## config.mk

```make
export PLATFORM = sky130hd
export DESIGN_NAME = cache_miss_ctrl
export DESIGN_NICKNAME = d
export VERILOG_FILES = /design/src/rtl/cache_miss_ctrl.sv
export SDC_FILE = /design/constraint.sdc
export NUM_CORES = 1
export LEC_CHECK = 0
export ABC_CLOCK_PERIOD_IN_PS = 1400
export CORE_UTILIZATION = 35
export CTS_BUF_LIST = sky130_fd_sc_hd__clkbuf_16
export DETAILED_ROUTE_END_ITERATION = 10
export PLACE_DENSITY_LB_ADDON = 0.3
export REMOVE_ABC_BUFFERS = 1
export SETUP_SLACK_MARGIN = 0.4
export SLEW_MARGIN = 20
export SYNTH_ARGS = -nofsm -noshare
export SYNTH_HDL_FRONTEND = slang
export SYNTH_SLANG_ARGS = --single-unit
```

## constraint.sdc

```tcl
create_clock -name clk -period 1.4 [get_ports clk]
set_clock_uncertainty 0.2 [all_clocks]
set_input_delay 0.35 -clock clk [delete_from_list [all_inputs] [get_ports clk]]
set_output_delay 0.35 -clock clk [all_outputs]
set_load 0.005 [all_outputs]
```

## src/rtl/cache_miss_ctrl.sv

```systemverilog
// Miss-handling sequencer: victim choice, optional dirty writeback, line fetch, LFSR advance.
// Optional performance counters are compiled in when CACHE_MISS_PERF_EN is defined.
module cache_miss_ctrl #(
    parameter  int NUMWAYS = 4,
    parameter  int LINELEN = 256,
    parameter  int AHBW    = 64,
    localparam int BEATS   = LINELEN / AHBW,
    localparam int BCW     = $clog2(BEATS)
) (
    input  logic               clk,
    input  logic               reset,
    input  logic               FlushStage,
    input  logic               CacheMiss,
    input  logic [NUMWAYS-1:0] ValidWay,
    input  logic [NUMWAYS-1:0] DirtyWay,
    input  logic [NUMWAYS-1:0] LFSRVictimWay,
    input  logic               BusAck,
    output logic [NUMWAYS-1:0] VictimWay,
    output logic               LFSRWriteEn,
    output logic               BusReq,
    output logic               BusWrite,
    output logic [BCW-1:0]     BeatCount,
    output logic               LineWriteEn,
    output logic               CacheStall,
    output logic               MissDone
`ifdef CACHE_MISS_PERF_EN
    ,
    output logic [31:0]        MissCount,
    output logic [31:0]        WritebackCount
`endif
);

    typedef enum logic [2:0] {
        S_IDLE,
        S_VICTIM,
        S_WRITEBACK,
        S_FETCH,
        S_DONE
    } state_t;

    state_t             r_state;
    state_t             w_state_next;
    logic [NUMWAYS-1:0] r_victim_way;
    logic [NUMWAYS-1:0] w_victim_way_next;
    logic               r_used_lfsr;
    logic               w_used_lfsr_next;
    logic [BCW-1:0]     r_beat_count;
    logic [BCW-1:0]     w_beat_count_next;
    logic               w_last_beat;
    logic               w_all_valid;
    logic [NUMWAYS-1:0] w_first_invalid;
    logic [NUMWAYS:0]   w_invalid_seen;
    logic [NUMWAYS-1:0] w_new_victim;

    // Ripple priority chain: a way is chosen only if no lower way is invalid.
    assign w_invalid_seen[0] = 1'b0;
    generate
        for (genvar gi = 0; gi < NUMWAYS; gi++) begin : g_first_invalid
            assign w_first_invalid[gi]  = ~ValidWay[gi] & ~w_invalid_seen[gi];
            assign w_invalid_seen[gi+1] = w_invalid_seen[gi] | ~ValidWay[gi];
        end
    endgenerate

    assign w_all_valid  = &ValidWay;
    assign w_new_victim = w_all_valid ? LFSRVictimWay : w_first_invalid;
    assign w_last_beat  = (r_beat_count == BCW'(BEATS - 1));

    assign VictimWay = r_victim_way;
    assign BeatCount = r_beat_count;

    always_ff @(posedge clk or posedge reset) begin
        if (reset) begin
            r_state      <= S_IDLE;
            r_victim_way <= '0;
            r_used_lfsr  <= 1'b0;
            r_beat_count <= '0;
        end else begin
            r_state      <= w_state_next;
            r_victim_way <= w_victim_way_next;
            r_used_lfsr  <= w_used_lfsr_next;
            r_beat_count <= w_beat_count_next;
        end
    end

    always_comb begin
        w_state_next      = r_state;
        w_victim_way_next = r_victim_way;
        w_used_lfsr_next  = r_used_lfsr;
        w_beat_count_next = r_beat_count;
        LFSRWriteEn       = 1'b0;
        BusReq            = 1'b0;
        BusWrite          = 1'b0;
        LineWriteEn       = 1'b0;
        CacheStall        = 1'b0;
        MissDone          = 1'b0;
        case (r_state)
            S_IDLE: begin
                CacheStall = CacheMiss;
                if (CacheMiss && !FlushStage) begin
                    w_state_next      = S_VICTIM;
                    w_victim_way_next = w_new_victim;
                    w_used_lfsr_next  = w_all_valid;
                end
            end
            S_VICTIM: begin
                CacheStall        = 1'b1;
                w_beat_count_next = '0;
                if (FlushStage)
                    w_state_next = S_IDLE;
                else if (|(r_victim_way & DirtyWay & ValidWay))
                    w_state_next = S_WRITEBACK;
                else
                    w_state_next = S_FETCH;
            end
            S_WRITEBACK: begin
                CacheStall = 1'b1;
                BusReq     = 1'b1;
                BusWrite   = 1'b1;
                if (BusAck) begin
                    w_beat_count_next = r_beat_count + BCW'(1);
                    if (w_last_beat)
                        w_state_next = S_FETCH;
                end
            end
            S_FETCH: begin
                CacheStall  = 1'b1;
                BusReq      = 1'b1;
                LineWriteEn = BusAck;
                if (BusAck) begin
                    w_beat_count_next = r_beat_count + BCW'(1);
                    if (w_last_beat)
                        w_state_next = S_DONE;
                end
            end
            S_DONE: begin
                MissDone     = 1'b1;
                LFSRWriteEn  = r_used_lfsr;
                w_state_next = S_IDLE;
            end
            default: w_state_next = S_IDLE;
        endcase
    end

`ifdef CACHE_MISS_PERF_EN
    logic [31:0] r_miss_count;
    logic [31:0] r_wb_count;

    always_ff @(posedge clk or posedge reset) begin
        if (reset) begin
            r_miss_count <= '0;
            r_wb_count   <= '0;
        end else begin
            if (MissDone)
                r_miss_count <= r_miss_count + 32'd1;
            if (r_state == S_VICTIM && w_state_next == S_WRITEBACK)
                r_wb_count <= r_wb_count + 32'd1;
        end
    end

    assign MissCount      = r_miss_count;
    assign WritebackCount = r_wb_count;
`endif

endmodule

```

# Word level (Yosys, flattened, before mapping)
# Index checks and enable logic that the tools add are counted.
[word_totals]
out_inout_bits = 12
reg_bits = 10
inputBits = 17
[classes]
n_bitwise = 13
add_sub_neg = 1
muxes = 17
reduce_logical = 11
eq_ne = 11
[ops]
columns = ["operator", "n"]
rows = [
  ["$mux 3", 5],
  ["$pmux 3 s4", 1],
  ["$ne 2x2->1 const B", 5],
  ["$and 4x4->4", 2],
  ["$eq 3x2->1 const B", 2],
  ["$mux 1", 6],
  ["$not 1->1", 6],
  ["$reduce_and 5->1", 1],
  ["$mux 2", 2],
  ["$mux 4", 1],
  ["$pmux 2 s2", 1],
  ["$reduce_and 2->1", 2],
  ["$reduce_and 4->1", 1],
  ["$reduce_or 4->1", 1],
  ["$and 1x1->1", 3],
  ["$eq 3x1->1 const B", 1],
  ["$eq 3x3->1 const B", 1],
  ["$logic_not 3->1", 1],
  ["$reduce_or 3->1", 1],
  ["$add 2x1->2 const B", 1],
  ["$eq 2x2->1 const B", 1],
  ["$ne 2x1->1 const B", 1],
  ["$or 1x1->1", 2],
  ["$pmux 1 s2", 1],
  ["other kinds (4)", 4],
]

# Logic depth before layout (Yosys ltp)
[logic_depth]
ltp_word = 6
ltp_mapped = 5

# Least setup slack after synthesis
# No wires, ideal clock.
[synth_timing]
path_kind = "register -> output"
from = "reg r_state[1]"
to = "out LineWriteEn"
required_time_ps = 850
arrival_time_ps = 885
slack_ps = -35
path_buffers = 1
stages_incl_launch_ff = 4
path_cell_list = "dfrtp_1 -> buf_2 -> and2b_1 -> and3_1"
[synth_via]
elab_chain_len = 2
[synth_rtl]
columns = ["item", "line_no", "text"]
rows = [
  ["start: declaration", "41", "state_t r_state;"],
  ["start signal: assignment", "78", "r_state <= w_state_next;"],
  ["$eq 3x2->1", "96", "case (r_state)"],
  ["$mux 1", "96", ""],
  ["end: declaration", "23", "output logic LineWriteEn,"],
]
# No other way between the ends.

# Final worst setup path
[layout_timing]
from = "reg r_state[1]"
to = "out CacheStall"
[layout_via]
elab_chain_len = 3
[layout_rtl]
columns = ["item", "line_no", "text"]
rows = [
  ["$eq 3x2->1 or $eq 3x1->1 (tied branches)", "96", ""],
  ["$reduce_or 3->1 (no source line)", "-", ""],
  ["$pmux 1 s2 *", "96", ""],
  ["end: declaration", "24", "output logic CacheStall,"],
]
# Every way passes the cells marked *; elsewhere a longest branch is shown, timed or not.

==> run_results.csv <==
group,metric,value,unit
logic_synthesis,ys_top_cells_by_count,"13 x nand2_1, 10 x dfrtp_1, 9 x nand3_1",
run_status,failed_checks,"negative setup slack",
critical_path,path_cells,"buf_6, buf_6, nor3_2, nor2_1, buf_2",
logic_synthesis,synth-main-ff-cell,"dfrtp_1",
power_and_ir_drop,finalPower,2.41,mW
floorplanning,die_area,1920,um^2
logic_synthesis,synth.distinct_cells,26,
logic_synthesis,yosysTopAreaCell,"dfrtp_1",
critical_path,cp_top_family,"flip-flops",
timing,fin_crit_sh,1.28,
critical_path,crit_slowest_cell,"dfrtp_2",
drt,drt-total-wl,2.83,mm
timing,rsz0062_at_grt,"true",
timing,finalSetupViolations,13,
min_path,holdCritPathClass,"in2async",
drt,ant_nets,0,
logic_synthesis,synth_area_leaders,"dfrtp_1 41%, nand2_1 8.0%, nand3_1 7.4%, o21ai_0 3.3%, and3_1 3.1%",
timing,slew-limit-headroom,0.850,
cts,clkTransAtPathRegs,0.04,ns
cts,htree_levels,1,
drt,wire_per_inst,19.0,um
critical_path,worst-path-max-fanout,3,
flow_run,maxCapViolCount,0,
critical_path,crit_type,"reg2out",
global_route,grt_usage,0.304,
power_and_ir_drop,netSwitchingFraction,0.342,
timing,fmax,558,MHz
critical_path,crit_top_cell,"buf_6",
global_route,grt_overflow,0,
floorplanning,rows,14,
layout,diodes,0,
drt,routed_via_density,5.56,
critical_path,critical_path_buf_inv_count,3,
cts,ctsHoldBuffers,0,
power_and_ir_drop,cellLeakagePower,0.601,nW
cts,clk_latency,0.24,ns
cts,cts_root_buf,"clkbuf_16",
drt,vias,828,
global_route,grt_max_degree,11,
placed_design,dp_hpwl,1.32,mm
timing,setup_ws,-0.393,ns
timing,holdWs,0.194,ns
global_route,antenna_found_initial,0,
layout,nNetsFinal,153,
cts,numCtsBuffers,3,
power_and_ir_drop,pwr-share-seq,0.208,
critical_path,cp-start-kind,"flop",
placed_design,place_area,1020,um^2
placed_design,port-buffer-count,28,
floorplanning,die-width,43.8,um
power_and_ir_drop,powerDensity,1880,nW/um^2
cts,cts_tree,"done",
layout,synthToLayoutAreaGrowth,109,%
power_and_ir_drop,power.share.clock,0.211,
timing,fin_setup_tns,-2.84,ns
cts,cts_sinks,10,
drt,drtPass1Iterations,4,
timing,worst_slew_pin_slew,0.225,ns
floorplanning,coreArea,1580,um^2
global_route,grt_pass1_wl,4.01,mm
critical_path,cpPeakStageDelay,0.44,ns
logic_synthesis,synth_top_area_share,0.409,
layout,utilization,0.810,
floorplanning,die_y,43.8,um
layout,fillers,89,
power_and_ir_drop,combPwrFrac,0.580,
layout,final_layout_size_suffix_gt1_frac,0.496,
logic_synthesis,syn-instance-count,75,
power_and_ir_drop,peakVddDrop,1510,uV
logic_synthesis,synth_most_common_cell,"nand2_1",
floorplanning,ios,29,
timing,slew_viol_final,0,
drt,drc_errors,0,
logic_synthesis,synth_seq_cells,10,
global_route,first_global_vias,848,
placed_design,gp_congestion,0.793,
logic_synthesis,syn_area_per_cell,8.16,um^2
logic_synthesis,ys_seq_area_frac,0.409,
cts,cts_buffer_depth,2,
critical_path,crit_path_end_kind,"output pin",
power_and_ir_drop,power.internal,1.58,mW
logic_synthesis,synth-edff-count,0,
critical_path,worst_ep_required_time,0.85,ns
timing,period_minus_slack,1.79,ns
power_and_ir_drop,switchingPower,824,uW
logic_synthesis,async_flop_share,1.00,
logic_synthesis,synth_warnings,0,
drt,drt_iter0_markers,24,
timing,finalHoldViolations,0,
floorplanning,start_util,0.388,
logic_synthesis,syn_area,612,um^2
run_status,status,"finished with violations",
layout,final_area,1280,um^2
critical_path,cp.arrival,1.24,ns
## power by group through the flow
stage / Sequential, mW / Combinational, mW / Clock (mW)
global placement: 0.512 / 0.849 / 0
global route: 0.512 / 1.45 / 0.523
CTS: 0.490 / 1.22 / 0.509
finish: 0.501 / 1.40 / 0.509
floorplan: 0.527 / 0.279 / 0
detailed placement: 0.516 / 0.868 / 0
## worst reg2reg max path, delay by kind of cell (launching register included)
| kind | cells | cell delay [ns] |
|---|---|---|
| AND/OR/NAND/NOR | 1 | 0.38 |
| buffers and inverters | 2 | 0.25 |
| flip-flops | 1 | 0.44 |
| AO/OA/AOI/OAI | 3 | 0.40 |
## worst paths after layout
| path | slack (ns) | from | endpoint | depth (start not counted) |
|---|---|---|---|---|
| worst min-delay path | 0.19 | reset | r_state[2]$_DFFE_PP0P_ | 2 |
| worst max register to register | -0.37 | r_state[1]$_DFFE_PP0P_ | r_state[0]$_DFFE_PP0P_ | 6 |
| worst max-delay path | -0.39 | r_state[1]$_DFFE_PP0P_ | CacheStall | 5 |
| worst min register to register | 0.29 | r_used_lfsr$_DFFE_PP0P_ | r_used_lfsr$_DFFE_PP0P_ | 2 |
| min in group clk | 0.29 | r_used_lfsr$_DFFE_PP0P_ | r_used_lfsr$_DFFE_PP0P_ | 2 |
| max in group asynchronous | 0.62 | reset | r_state[0]$_DFFE_PP0P_ | 2 |
## logic make-up (layout without fill, tap and decap cells)
logic type | after synthesis | in the layout | synth area share
and+or+nand+nor | 44 | 44 | 0.389
AOI/OAI and AO/OA | 13 | 13 | 0.133
DFF | 10 | 10 | 0.409
buffers and inverters | 7 | 65 | 0.0491
adders and majority gates | 1 | 1 | 0.0204
## layer usage
metal	share of wire	track usage
met4	0.055	0.244
met1	0.40	0.321
met5	0	0
met3	0.055	0.100
met2	0.49	0.490
## placed cells by master (no fill, tap or decap), types with 2 or more instances in the layout
master / netlist / final
buf_2: 3 / 8
nor2_2: 1 / 2
nor2_4: 1 / 2
and3_4: 0 / 3
clkbuf_16: 0 / 3
nor2_1: 5 / 3
nand2_1: 13 / 12
dfrtp_1: 10 / 8
inv_1: 4 / 3
buf_4: 0 / 20
dlygate4sd2_1: 0 / 2
a31oi_1: 2 / 2
or3b_1: 2 / 2
dfrtp_2: 0 / 2
nor2b_4: 0 / 2
buf_6: 0 / 13
o21ai_1: 2 / 5
a21oi_1: 2 / 2
clkdlybuf4s50_1: 0 / 14
nand3_1: 9 / 9
## flip-flops by register name (all words and copies together), names as in the netlist
name         count
r_state          3
VictimWay        4
BeatCount        2
r_used_lfsr      1
## metrics by stage
stage / instances / setup slack [ns]
floorplan: 72 / -0.0244
global placement: 133 / -0.621
detailed placement: 133 / -0.636
CTS: 148 / -0.402
global route: 149 / -0.411
finish: 149 / -0.393
## cell type report
class / instances / area, um^2 / area share
clock buffer: 3 / 75.1 / 0.0588
inverter: 4 / 18.8 / 0.0147
multi-input combinational: 58 / 412 / 0.322
sequential: 10 / 253 / 0.198
tap: 16 / 20.0 / 0.0157
timing repair buffer: 58 / 499 / 0.391
## timing repair
action / 4_1_cts / 5_1_grt
pin swaps: 17 / 6
buffers inserted: 12 / 1
setup endpoints to repair: 22 / 24
gates resized for setup: 76 / 10
Note: power is estimated with default switching activity, not from simulation.
